<file path="src/rtl/i2c_txn_sched_if.sv">
// Bundle between the transaction scheduler, its two requesters and the I2C byte engine.
// Handshake: reqN is held high until the matching done/nack/timeout pulse; gntN stays high for
// the whole owned transaction; m_byte_done is a one-cycle strobe that qualifies m_ack.
interface i2c_txn_sched_if;
   logic       req0, req1;
   logic [6:0] addr0, addr1;
   logic       rw0, rw1;
   logic [3:0] len0, len1;
   logic       gnt0, gnt1;
   logic       m_start, m_stop;
   logic [7:0] m_data;
   logic       m_data_en;
   logic       m_byte_done, m_ack;
   logic       done, nack, timeout;
   logic       busy;

   modport master (
      input  req0, req1, addr0, addr1, rw0, rw1, len0, len1, m_byte_done, m_ack,
      output gnt0, gnt1, m_start, m_stop, m_data, m_data_en, done, nack, timeout, busy
   );

   modport slave (
      output req0, req1, addr0, addr1, rw0, rw1, len0, len1, m_byte_done, m_ack,
      input  gnt0, gnt1, m_start, m_stop, m_data, m_data_en, done, nack, timeout, busy
   );
endinterface

</file>
<file path="src/rtl/i2c_txn_sched.sv">
// Two-requester round-robin I2C transaction scheduler: start, address byte, data bytes,
// stop, then one status pulse. A watchdog aborts any byte that never completes.
module i2c_txn_sched #(
   parameter int TO_CYC = 1023
) (
   input  logic                  clk,
   input  logic                  reset,
   i2c_txn_sched_if.master       bus,
   output logic [2:0]            dbg_state
);
   typedef enum logic [2:0] {
      IDLE  = 3'd0,
      START = 3'd1,
      ADDR  = 3'd2,
      DATA  = 3'd3,
      STOP  = 3'd4,
      FIN   = 3'd5
   } state_t;

   localparam int WDW = (TO_CYC < 2) ? 1 : $clog2(TO_CYC + 1);
   localparam logic [WDW-1:0] WD_LAST = WDW'(TO_CYC - 1);

   state_t         state;
   logic           ptr;
   logic           rw_q;
   logic [3:0]     len_q;
   logic [3:0]     byte_cnt;
   logic [WDW-1:0] wd_cnt;
   logic [1:0]     ph_cnt;
   logic           abort_q;
   logic           to_q;
   logic           pick1;

   // ptr remembers who was served last; on a tie the other requester wins.
   assign pick1     = bus.req1 && (!bus.req0 || !ptr);
   assign dbg_state = state;

   always_ff @(posedge clk or posedge reset) begin
      if (reset) begin
         state         <= IDLE;
         ptr           <= 1'b0;
         rw_q          <= 1'b0;
         len_q         <= 4'd0;
         byte_cnt      <= 4'd0;
         wd_cnt        <= '0;
         ph_cnt        <= 2'd0;
         abort_q       <= 1'b0;
         to_q          <= 1'b0;
         bus.gnt0      <= 1'b0;
         bus.gnt1      <= 1'b0;
         bus.m_start   <= 1'b0;
         bus.m_stop    <= 1'b0;
         bus.m_data    <= 8'd0;
         bus.m_data_en <= 1'b0;
         bus.done      <= 1'b0;
         bus.nack      <= 1'b0;
         bus.timeout   <= 1'b0;
         bus.busy      <= 1'b0;
      end else begin
         bus.done    <= 1'b0;
         bus.nack    <= 1'b0;
         bus.timeout <= 1'b0;
         case (state)
            IDLE: begin
               if (bus.req0 || bus.req1) begin
                  state         <= START;
                  bus.gnt0      <= !pick1;
                  bus.gnt1      <= pick1;
                  rw_q          <= pick1 ? bus.rw1 : bus.rw0;
                  len_q         <= pick1 ? bus.len1 : bus.len0;
                  bus.m_data    <= pick1 ? {bus.addr1, bus.rw1} : {bus.addr0, bus.rw0};
                  bus.m_data_en <= 1'b1;
                  bus.m_start   <= 1'b1;
                  bus.busy      <= 1'b1;
                  ph_cnt        <= 2'd0;
                  abort_q       <= 1'b0;
                  to_q          <= 1'b0;
               end
            end
            START: begin
               if (ph_cnt == 2'd3) begin
                  state       <= ADDR;
                  bus.m_start <= 1'b0;
                  wd_cnt      <= '0;
               end else begin
                  ph_cnt <= ph_cnt + 2'd1;
               end
            end
            ADDR: begin
               if (bus.m_byte_done) begin
                  wd_cnt        <= '0;
                  bus.m_data_en <= 1'b0;
                  bus.m_data    <= 8'd0;
                  if (!bus.m_ack || len_q == 4'd0) begin
                     abort_q    <= !bus.m_ack;
                     state      <= STOP;
                     bus.m_stop <= 1'b1;
                     ph_cnt     <= 2'd0;
                  end else begin
                     state    <= DATA;
                     byte_cnt <= len_q;
                  end
               end else if (wd_cnt == WD_LAST) begin
                  to_q          <= 1'b1;
                  bus.m_data_en <= 1'b0;
                  bus.m_data    <= 8'd0;
                  state         <= STOP;
                  bus.m_stop    <= 1'b1;
                  ph_cnt        <= 2'd0;
               end else begin
                  wd_cnt <= wd_cnt + 1'b1;
               end
            end
            DATA: begin
               if (bus.m_byte_done) begin
                  wd_cnt   <= '0;
                  byte_cnt <= byte_cnt - 4'd1;
                  // The master always NACKs the last read byte, so that NACK is not an abort.
                  if (!bus.m_ack && !(rw_q && byte_cnt == 4'd1)) begin
                     abort_q    <= 1'b1;
                     state      <= STOP;
                     bus.m_stop <= 1'b1;
                     ph_cnt     <= 2'd0;
                  end else if (byte_cnt == 4'd1) begin
                     state      <= STOP;
                     bus.m_stop <= 1'b1;
                     ph_cnt     <= 2'd0;
                  end
               end else if (wd_cnt == WD_LAST) begin
                  to_q       <= 1'b1;
                  state      <= STOP;
                  bus.m_stop <= 1'b1;
                  ph_cnt     <= 2'd0;
               end else begin
                  wd_cnt <= wd_cnt + 1'b1;
               end
            end
            STOP: begin
               if (ph_cnt == 2'd3) begin
                  state       <= FIN;
                  bus.m_stop  <= 1'b0;
                  bus.timeout <= to_q;
                  bus.nack    <= abort_q && !to_q;
                  bus.done    <= !abort_q && !to_q;
               end else begin
                  ph_cnt <= ph_cnt + 2'd1;
               end
            end
            FIN: begin
               state    <= IDLE;
               ptr      <= bus.gnt1;
               bus.gnt0 <= 1'b0;
               bus.gnt1 <= 1'b0;
               bus.busy <= 1'b0;
               byte_cnt <= 4'd0;
            end
            default: state <= IDLE;
         endcase
      end
   end
endmodule

</file>
<file path="src/flat_wrapper.sv">
// flat-port wrapper written by rule: the top's interface ports become plain ports
module i2c_txn_sched_flat 
#(
   parameter int TO_CYC = 1023
)
  (clk, reset, dbg_state, bus_req0, bus_req1, bus_addr0, bus_addr1, bus_rw0, bus_rw1, bus_len0, bus_len1, bus_m_byte_done, bus_m_ack, bus_gnt0, bus_gnt1, bus_m_start, bus_m_stop, bus_m_data, bus_m_data_en, bus_done, bus_nack, bus_timeout, bus_busy);
  i2c_txn_sched_if bus_i ();
  input  logic clk;
  input  logic reset;
  output logic [2:0] dbg_state;
  input wire logic [$bits(bus_i.req0)-1:0] bus_req0;
  input wire logic [$bits(bus_i.req1)-1:0] bus_req1;
  input wire logic [$bits(bus_i.addr0)-1:0] bus_addr0;
  input wire logic [$bits(bus_i.addr1)-1:0] bus_addr1;
  input wire logic [$bits(bus_i.rw0)-1:0] bus_rw0;
  input wire logic [$bits(bus_i.rw1)-1:0] bus_rw1;
  input wire logic [$bits(bus_i.len0)-1:0] bus_len0;
  input wire logic [$bits(bus_i.len1)-1:0] bus_len1;
  input wire logic [$bits(bus_i.m_byte_done)-1:0] bus_m_byte_done;
  input wire logic [$bits(bus_i.m_ack)-1:0] bus_m_ack;
  output wire logic [$bits(bus_i.gnt0)-1:0] bus_gnt0;
  output wire logic [$bits(bus_i.gnt1)-1:0] bus_gnt1;
  output wire logic [$bits(bus_i.m_start)-1:0] bus_m_start;
  output wire logic [$bits(bus_i.m_stop)-1:0] bus_m_stop;
  output wire logic [$bits(bus_i.m_data)-1:0] bus_m_data;
  output wire logic [$bits(bus_i.m_data_en)-1:0] bus_m_data_en;
  output wire logic [$bits(bus_i.done)-1:0] bus_done;
  output wire logic [$bits(bus_i.nack)-1:0] bus_nack;
  output wire logic [$bits(bus_i.timeout)-1:0] bus_timeout;
  output wire logic [$bits(bus_i.busy)-1:0] bus_busy;
  assign bus_i.req0 = bus_req0;
  assign bus_i.req1 = bus_req1;
  assign bus_i.addr0 = bus_addr0;
  assign bus_i.addr1 = bus_addr1;
  assign bus_i.rw0 = bus_rw0;
  assign bus_i.rw1 = bus_rw1;
  assign bus_i.len0 = bus_len0;
  assign bus_i.len1 = bus_len1;
  assign bus_i.m_byte_done = bus_m_byte_done;
  assign bus_i.m_ack = bus_m_ack;
  assign bus_gnt0 = bus_i.gnt0;
  assign bus_gnt1 = bus_i.gnt1;
  assign bus_m_start = bus_i.m_start;
  assign bus_m_stop = bus_i.m_stop;
  assign bus_m_data = bus_i.m_data;
  assign bus_m_data_en = bus_i.m_data_en;
  assign bus_done = bus_i.done;
  assign bus_nack = bus_i.nack;
  assign bus_timeout = bus_i.timeout;
  assign bus_busy = bus_i.busy;
  i2c_txn_sched #(.TO_CYC(TO_CYC)) u_core (.clk(clk), .reset(reset), .bus(bus_i), .dbg_state(dbg_state));
endmodule
</file>
<file path="config.mk">
export PLATFORM = sky130hd
export DESIGN_NAME = i2c_txn_sched_flat
export DESIGN_NICKNAME = d
export VERILOG_FILES = /design/src/rtl/i2c_txn_sched_if.sv /design/src/rtl/i2c_txn_sched.sv /design/src/flat_wrapper.sv
export SDC_FILE = /design/constraint.sdc
export NUM_CORES = 1
export LEC_CHECK = 0
export BUFFER_PORTS_ARGS = -buffer_cell sky130_fd_sc_hd__buf_2
export CAP_MARGIN = 10
export CORE_MARGIN = 2
export CORE_UTILIZATION = 30
export DETAILED_ROUTE_END_ITERATION = 8
export PLACE_DENSITY = 0.45
export SLEW_MARGIN = 20
export SYNTH_ARGS = -nofsm -noshare
export SYNTH_HDL_FRONTEND = slang
export SYNTH_SLANG_ARGS = --single-unit
</file>
<file path="constraint.sdc">
create_clock -name clk -period 4.3 [get_ports clk]
set_input_delay 0.215 -clock clk [delete_from_list [all_inputs] [get_ports clk]]
set_output_delay 0.215 -clock clk [all_outputs]
set_load 0.1 [all_outputs]
</file>
=== After elaboration in Yosys (flattened, before gate mapping) ===
Cells that the tools add are included.

* Register bits: 44
* Input port bits: 30
* Word-level logic and storage cells: 151

* Add/subtract/negate cells: 3
* Eq/ne operators: 23
* Mux-type cells: 67
* Reduce and logical (&&, ||, !) cells: 39

{| class="wikitable"
|+ Operator list
! operator !! number
|-
| two-way mux 8 bit || 4
|-
| two-way mux 10 bit || 3
|-
| two-way mux 3 bit || 9
|-
| two-way mux 1 bit || 26
|-
| one-hot mux 10 bit (2 select lines) || 1
|-
| two-way mux 2 bit || 8
|-
| two-way mux 4 bit || 4
|-
| one-hot mux 8 bit (2 select lines) || 1
|-
| AND reduction 4 bit || 4
|-
| one-hot mux 3 bit (5 select lines) || 1
|-
| != test 2 x 1 -> 1 bit (second input constant) || 6
|-
| one-hot mux 1 bit (2 select lines) || 6
|-
| one-hot mux 4 bit (3 select lines) || 1
|-
| adder 10 x 1 -> 10 bit (second input constant) || 1
|-
| equality test 10 bit (second input constant) || 1
|-
| != test 2 bit (second input constant) || 5
|-
| nonzero test 2 bit || 5
|-
| AND reduction 3 bit || 3
|-
| nonzero test 3 bit || 3
|-
| one-hot mux 2 bit (4 select lines) || 1
|-
| zero test 1 bit || 7
|-
| equality test 3 x 2 -> 1 bit (second input constant) || 2
|-
| equality test 3 bit (second input constant) || 2
|-
| != test 3 x 2 -> 1 bit (second input constant) || 2
|-
| 17 further kinds || 26
|}

=== Logic depth before layout (Yosys ltp) ===
Gate-level depths: netlist (run 1).

* Depth in word-level cells: 7
* Mapped depth: 7
* Depth with buffers taken out: 6

=== Worst setup path before layout (run 1) ===
OpenSTA, ideal clock, no wires.

* Kind: flip-flop to flip-flop
* Start: register u_core.state[1] (netlist: u_core.dbg_state[1])
* End: register u_core.wd_cnt[6]
* Setup time: 78 ps
* Data arrival time: 2203 ps
* Path slack: 2020 ps
* Stages on the path, launching flop included: 6
* Path buffers: 1
* Clock period less this slack: 2280 ps
* Cell sequence: dfrtp_1 buf_2 a21oi_1 or4_1 or3_1 a21oi_1

* Cells in the longest elaborated chain, start to end: 4

{| class="wikitable"
|+ Ends and longest elaborated chain
! item !! line !! source
|-
| start: declaration || i2c_txn_sched.sv:23 || <nowiki>state_t state;</nowiki>
|-
| start signal: assignment || i2c_txn_sched.sv:40 || <nowiki>state <= IDLE;</nowiki>
|-
| start signal: assignment || i2c_txn_sched.sv:66 || <nowiki>state <= START;</nowiki>
|-
| start signal: assignment || i2c_txn_sched.sv:82 || <nowiki>state <= ADDR;</nowiki>
|-
| equality test 3 x 2 -> 1 bit || i2c_txn_sched.sv:63 || <nowiki>case (state)</nowiki>
|-
| OR reduction 2 bit (no source line) || - ||
|-
| != test 3 bit (no source line) / nonzero test 2 bit (equally long branches) || - ||
|-
| AND reduction 3 bit (no source line) || - ||
|-
| end signal: assignment || i2c_txn_sched.sv:111 || <nowiki>wd_cnt <= wd_cnt + 1'b1;</nowiki>
|-
| end signal: assignment || i2c_txn_sched.sv:135 || <nowiki>wd_cnt <= wd_cnt + 1'b1;</nowiki>
|-
| end: declaration || i2c_txn_sched.sv:28 || <nowiki>logic [WDW-1:0] wd_cnt;</nowiki>
|}

Parallel ways exist; a longest one is shown, timed or not.
A chain may end at the register's enable or synchronous reset.

=== Worst setup path after layout (run 1) ===
* Start: register u_core.state[0] (netlist: u_core.dbg_state[0])
* End: register u_core.byte_cnt[0]

* Cells in the longest elaborated chain, start to end: 3

{| class="wikitable"
|+ Ends and longest elaborated chain
! item !! line !! source
|-
| equality test 3 x 2 -> 1 bit / equality test 3 bit (equally long branches) || i2c_txn_sched.sv:63 ||
|-
| != test 2 bit (no source line) / nonzero test 3 bit (equally long branches) || - ||
|-
| AND reduction 4 bit (no source line) || - ||
|-
| end signal: assignment || i2c_txn_sched.sv:101 || <nowiki>byte_cnt <= len_q;</nowiki>
|-
| end signal: assignment || i2c_txn_sched.sv:117 || <nowiki>byte_cnt <= byte_cnt - 4'd1;</nowiki>
|-
| end: declaration || i2c_txn_sched.sv:27 || <nowiki>logic [3:0] byte_cnt;</nowiki>
|}

Parallel ways exist; a longest one is shown, timed or not.

==> flow_summary.ini, run 1 <==
[cts]
clk_tree_root_cell = clkbuf_8
htree_levels = 2
clk_transition_reported_paths_ns = 0.09
cts.sink_count = 44
post_cts.repair.setup_buffers = 0
postCtsHoldBufs = 0
worstSkewPairLatency_ns = 0.30
cts_tree = done
ctsResizeCount = 0
cts-buffers-inserted = 5
max-clock-path-buffers = 2

[synth]
number_of_flops_mapped_to_enable_cells_by_yosys = 0
ys_seq_area_frac = 0.463
postSynthAreaPerCell_um2 = 9.92
ys.flop_type = dfrtp_1
postSynthNetCount = 275
postSynthRegisterBits = 44
ys_types = 52
async_reset_ff_frac = 1.00
post_synth_instance_area_um2 = 2380
yosys_warnings = 0
netlist_instances = 240

[sta]
timing_max_transition_violations_final = 0
final_period_minus_worst_setup_slack_ns = 2.22
grt_setup_unrepaired = false
tightestPinTransition_ns = 0.941
min_period_over_period = 0.516
tns_ns = 0
setup_viol = 0
achievable-frequency_mhz = 451
final-hold-violation-count = 0
final.setup_skew_ns = 0.00910
max_slew_margin = 0.371

[setup_path]
worst-setup-path-type = reg -> reg
cp_max_fo = 23
r2r-end = u_core.byte_cnt[0]
regToRegStartpoint = u_core.dbg_state[0]
crit_path_cell_trace = nand3b_1, a22o_1, or3_1, o211ai_1
r2r_setup_slack_ns = 2.08
number_of_cells_on_the_worst_reg_to_reg_path = 4
crit_required_ns = 4.52
critical_path.slowest_cell = dfrtp_1
cp_top_family = simple AND/OR/NAND/NOR gates
critical_path_end_type = flop
critPathMaxStageDelay_ns = 0.81
worst_ep_arrival_time_ns = 2.44
cp.depth = 4
start_kind = flop
path_buf_inv = 0

[detailed_routing]
drtAntennaViolNets = 0
drt-pass1-iter-count = 4
routed_wire_length_per_instance_um = 14.5
routed_wl_mm = 5.62
route.detailed.drc = 0
detailed_route_via_count = 1968
vias_per_cell = 5.07
drt_iter0_drc = 108

[grt]
initial_antenna_violation_count = 0
global_route_wire_length_before_repair_mm = 9.32
globalRouteTotalUtil = 0.136
grt_pass1_vias = 1828
grt_overflow = 0
largest_net_degree_at_the_start_of_global_routing = 45

[min_path]
hold_path.class = in -> async

[power_and_ir_drop]
leakagePower_uw = 0.00127
power_density_nw_per_um2 = 782
fin_total_pwr_uw = 2190
vdd_ir_drop_max_uv = 430

[floorplan]
ios = 50
num_rows = 32
die_h_um = 93.1
floorplan.initialDensity = 0.310
die_w_um = 93.1
die-area_um2 = 8660
core_footprint_um2 = 7690

[place]
dpl.hpwl_mm = 3.96
place.port_buffers = 49
place_congestion = 0.769

[final_layout]
number_of_antenna_diodes = 0
drive_above_1_share = 0.241
finish.net_count = 320
flow.area_growth_from_synthesis_pct = 17.9

[status]
outcome = finished clean

[flow_run]
max_cap_violations = 0
[cells in the mapped netlist, drive strengths merged, types with 4 or more instances]
library cell,n,share of area
or3,10,0.026
nor3,5,0.011
inv,9,0.014
nor3b,6,0.021
mux2i,9,0.038
nand3,9,0.024
or4,4,0.013
a21o,5,0.016
dfrtp,44,0.46
o2bb2ai,7,0.026
o31ai,5,0.018
a21oi,12,0.025
nor2,12,0.019
ha,5,0.026
o21ai,22,0.046
buf,8,0.017
clkbuf,4,0.0063
nand2,21,0.033
[kinds of logic after synthesis]
logic type / share of synthesized area
buffers and inverters: 0.0379
adders and majority gates: 0.0263
and+or+nand+nor: 0.186
muxes: 0.0521
xor gates and xnor gates: 0.00368
AOI/OAI and AO/OA: 0.231
DFF: 0.463
[report_power, final]
part | switching, µW | total (µW) | leakage [µW] | internal (µW)
registers | 169 | 724 | 0.000562 | 555
clock network | 143 | 274 | 0.0000445 | 131
logic | 892 | 1200 | 0.000665 | 304
total | 1200 | 2190 | 0.00127 | 991
[cells in the final DEF, fill, tap and decap left out, drive strengths merged, types with 3 or more instances in the layout]
cell / n
nand2: 21
o211ai: 3
o2bb2ai: 7
nor3b: 6
or4: 4
o31ai: 5
nand3b: 3
mux2i: 9
inv: 9
a22oi: 3
buf: 50
nor2: 12
nand3: 9
a21o: 5
nor3: 5
dfrtp: 44
or3: 10
mux2: 3
o21ai: 22
ha: 5
a21oi: 12
clkbuf: 7
[per-layer routing]
layer / GRT usage / up-vias / routed length, µm
met5: 0 / - / 0
met4: 0.0404 / 0 / 71
met3: 0.0266 / 6 / 144
met2: 0.213 / 24 / 2630
met1: 0.190 / 950 / 2770
li1: - / 988 / -
[worst max path at each step]
stage,start,end
floorplan,u_core.dbg_state[1],u_core.wd_cnt[6]
global placement,u_core.dbg_state[0],u_core.byte_cnt[0]
detailed placement,u_core.wd_cnt[0],u_core.wd_cnt[4]
CTS,u_core.dbg_state[0],u_core.byte_cnt[0]
global route,u_core.dbg_state[0],u_core.byte_cnt[0]
finish,u_core.dbg_state[0],u_core.byte_cnt[0]
[sequential cells by signal, summed over array words and instances (netlist names), 2 cells and up]
signal / count
u_core.dbg_state: 3
u_core.wd_cnt: 10
u_core.len_q: 4
u_core.byte_cnt: 4
u_core.bus.m_data: 8
u_core.ph_cnt: 2
[per-stage QoR]
stage                      util  instance area (µm²)  hold WS, ns  worst slack (ns)  std cells
after floorplan               -                 2380        0.411              2.02        240
after global placement    0.352                 2700        0.454              2.09        380
after detailed placement  0.352                 2700        0.456              2.07        380
after CTS                 0.364                 2800        0.161              2.05        388
after global routing      0.365                 2810        0.185              1.89        388
final                     0.365                 2810        0.120              2.08        388
[area by class of cell]
class / count / area, µm²
Clock buffer: 7 / 86.3
Clock inverter: 1 / 7.51
Fill cell: 800 / 4880
Inverter: 9 / 33.8
Multi-Input combinational cell: 175 / 1200
Sequential cell: 44 / 1100
Tap cell: 102 / 128
Timing Repair Buffer: 50 / 253
Note: power is estimated with default switching activity, not from simulation.
==> inputs of run 2 (changes only) <==
- clock period: 4.3 -> 2.2 ns (I/O delays scaled with it)
==> flow_summary.ini, run 2 (same netlist as run 1, synthesis figures left out) <==
[status]
outcome = finished clean

[detailed_routing]
route.detailed.drc = 0
detailed_route_via_count = 2042
vias_per_cell = 5.08
routed_wl_mm = 5.79
drtAntennaViolNets = 0
drt_iter0_drc = 68
routed_wire_length_per_instance_um = 14.4
drt-pass1-iter-count = 4

[power_and_ir_drop]
vdd_ir_drop_max_uv = 788
p_switching_uw = 2380
leakagePower_uw = 0.00132
fin_total_pwr_uw = 4410
p_int_uw = 2030
power_density_nw_per_um2 = 1510
pwr-share-clk = 0.122
combinationalPowerShare = 0.556
seqPwrFrac = 0.322
power_switching_share = 0.539

[floorplan]
ios = 50
core_footprint_um2 = 7690
floorplan.initialDensity = 0.310
die_h_um = 93.1
num_rows = 32
die_w_um = 93.1
die-area_um2 = 8660

[grt]
initial_antenna_violation_count = 0
global_route_wire_length_before_repair_mm = 9.92
largest_net_degree_at_the_start_of_global_routing = 32
globalRouteTotalUtil = 0.145
grt_pass1_vias = 1968
grt_overflow = 0

[sta]
max_slew_margin = 0.531
tightestPinTransition_ns = 0.703
min_period_over_period = 0.860
achievable-frequency_mhz = 528
final.setup_skew_ns = 0.00842
timing_max_transition_violations_final = 0
grt_setup_unrepaired = false
setup_slack_ns = 0.308
final-hold-violation-count = 0
final_period_minus_worst_setup_slack_ns = 1.89
timing.hold.ws_ns = 0.0922
setup_viol = 0
tns_ns = 0

[setup_path]
start_kind = flop
crit_required_ns = 2.39
cp_max_fo = 7
worst-setup-path-type = reg -> reg
worst_ep_arrival_time_ns = 2.08
critical_path_end_type = flop

[final_layout]
finish.net_count = 334
reg.largest.list = u_core.wd_cnt (10), u_core.bus.m_data (8)
flow.area_growth_from_synthesis_pct = 22.4
mostFrequentLayoutCells = 49 x buf_2, 41 x dfrtp_1, 22 x o21ai_0
max_reg_flops = 10
number_of_antenna_diodes = 0
drive_above_1_share = 0.287
layout_commonest_cell = buf_2
regMostFlops = u_core.wd_cnt
utilization = 0.379

[place]
dpl.hpwl_mm = 4.31
dp_worst_setup_slack_ns = 0.184
place_congestion = 0.782
place.port_buffers = 49

[cts]
clk_tree_root_cell = clkbuf_8
htree_levels = 2
cts.sink_count = 44
worstSkewPairLatency_ns = 0.30
cts_tree = done
clk_transition_reported_paths_ns = 0.09
max-clock-path-buffers = 2
post_cts.repair.setup_buffers = 0
cts-buffers-inserted = 5

[min_path]
hold_path.class = in -> reg

[flow_run]
max_cap_violations = 0
## run 2: changes by cell type in the layout (fill, tap and decap cells not counted), sizes merged
cell | previous run | this run
buf | 50 | 63
dlygate4sd3 | 0 | 1
## run 2: cell type report
type	count	area, µm²
clock buffers	7	86.3
flip-flops and latches	44	1100
inverters	9	33.8
clock inverters	1	7.51
fillers	808	4770
well taps	102	128
multi-input cells	175	1190
repair buffers	64	360
## run 2: timing repair
item / in CTS / in global routing
hold buffers: 1 / 0
endpoints found under the setup margin: 0 / 2
resized for setup: 0 / 1
endpoints found under the hold margin: 29 / 0
## run 2: final timing paths
path	start	to	slack, ns	cells past startpoint
setup / recovery	u_core.ph_cnt[0]	u_core.ph_cnt[1]	0.31	5
hold / removal	bus_addr0[0]	u_core.bus.m_data[1]	0.09	3
setup reg to reg	u_core.ph_cnt[0]	u_core.ph_cnt[1]	0.31	5
hold reg to reg	u_core.abort_q	u_core.bus.done	0.47	1
max in group asynchronous	reset	u_core.bus.m_data[0]	1.15	4
min in group asynchronous	reset	u_core.bus.nack	0.46	3
## run 2: power by group through the flow
| stage | registers [µW] | logic (µW) | clock network, µW |
|---|---|---|---|
| after detailed placement | 1430 | 2470 | 0 |
| after global placement | 1440 | 2470 | 0 |
| after global routing | 1480 | 2650 | 597 |
| after floorplan | 2320 | 1030 | 0 |
| final | 1420 | 2450 | 540 |
| after CTS | 1420 | 2480 | 563 |
## run 2: per-layer routing
metal | wire [µm] | track usage
met4 | 44 | 0.0331
met2 | 2670 | 0.229
met3 | 238 | 0.0371
met1 | 2840 | 0.200
met5 | 0 | 0
## run 2: worst max-delay path, stage by stage (launching register included)
cell      delay (ns)
dfrtp_1         0.40
ha_1            0.30
nor4b_1         0.28
a21oi_1         0.11
a221oi_2        0.33
mux2_2          0.37
## run 2: metrics by stage
| stage | instance area [µm²] | std cells |
|---|---|---|
| after floorplan | 2380 | 240 |
| after global placement | 2810 | 393 |
| after detailed placement | 2810 | 393 |
| after CTS | 2910 | 402 |
| after global routing | 2910 | 402 |
| final | 2910 | 402 |
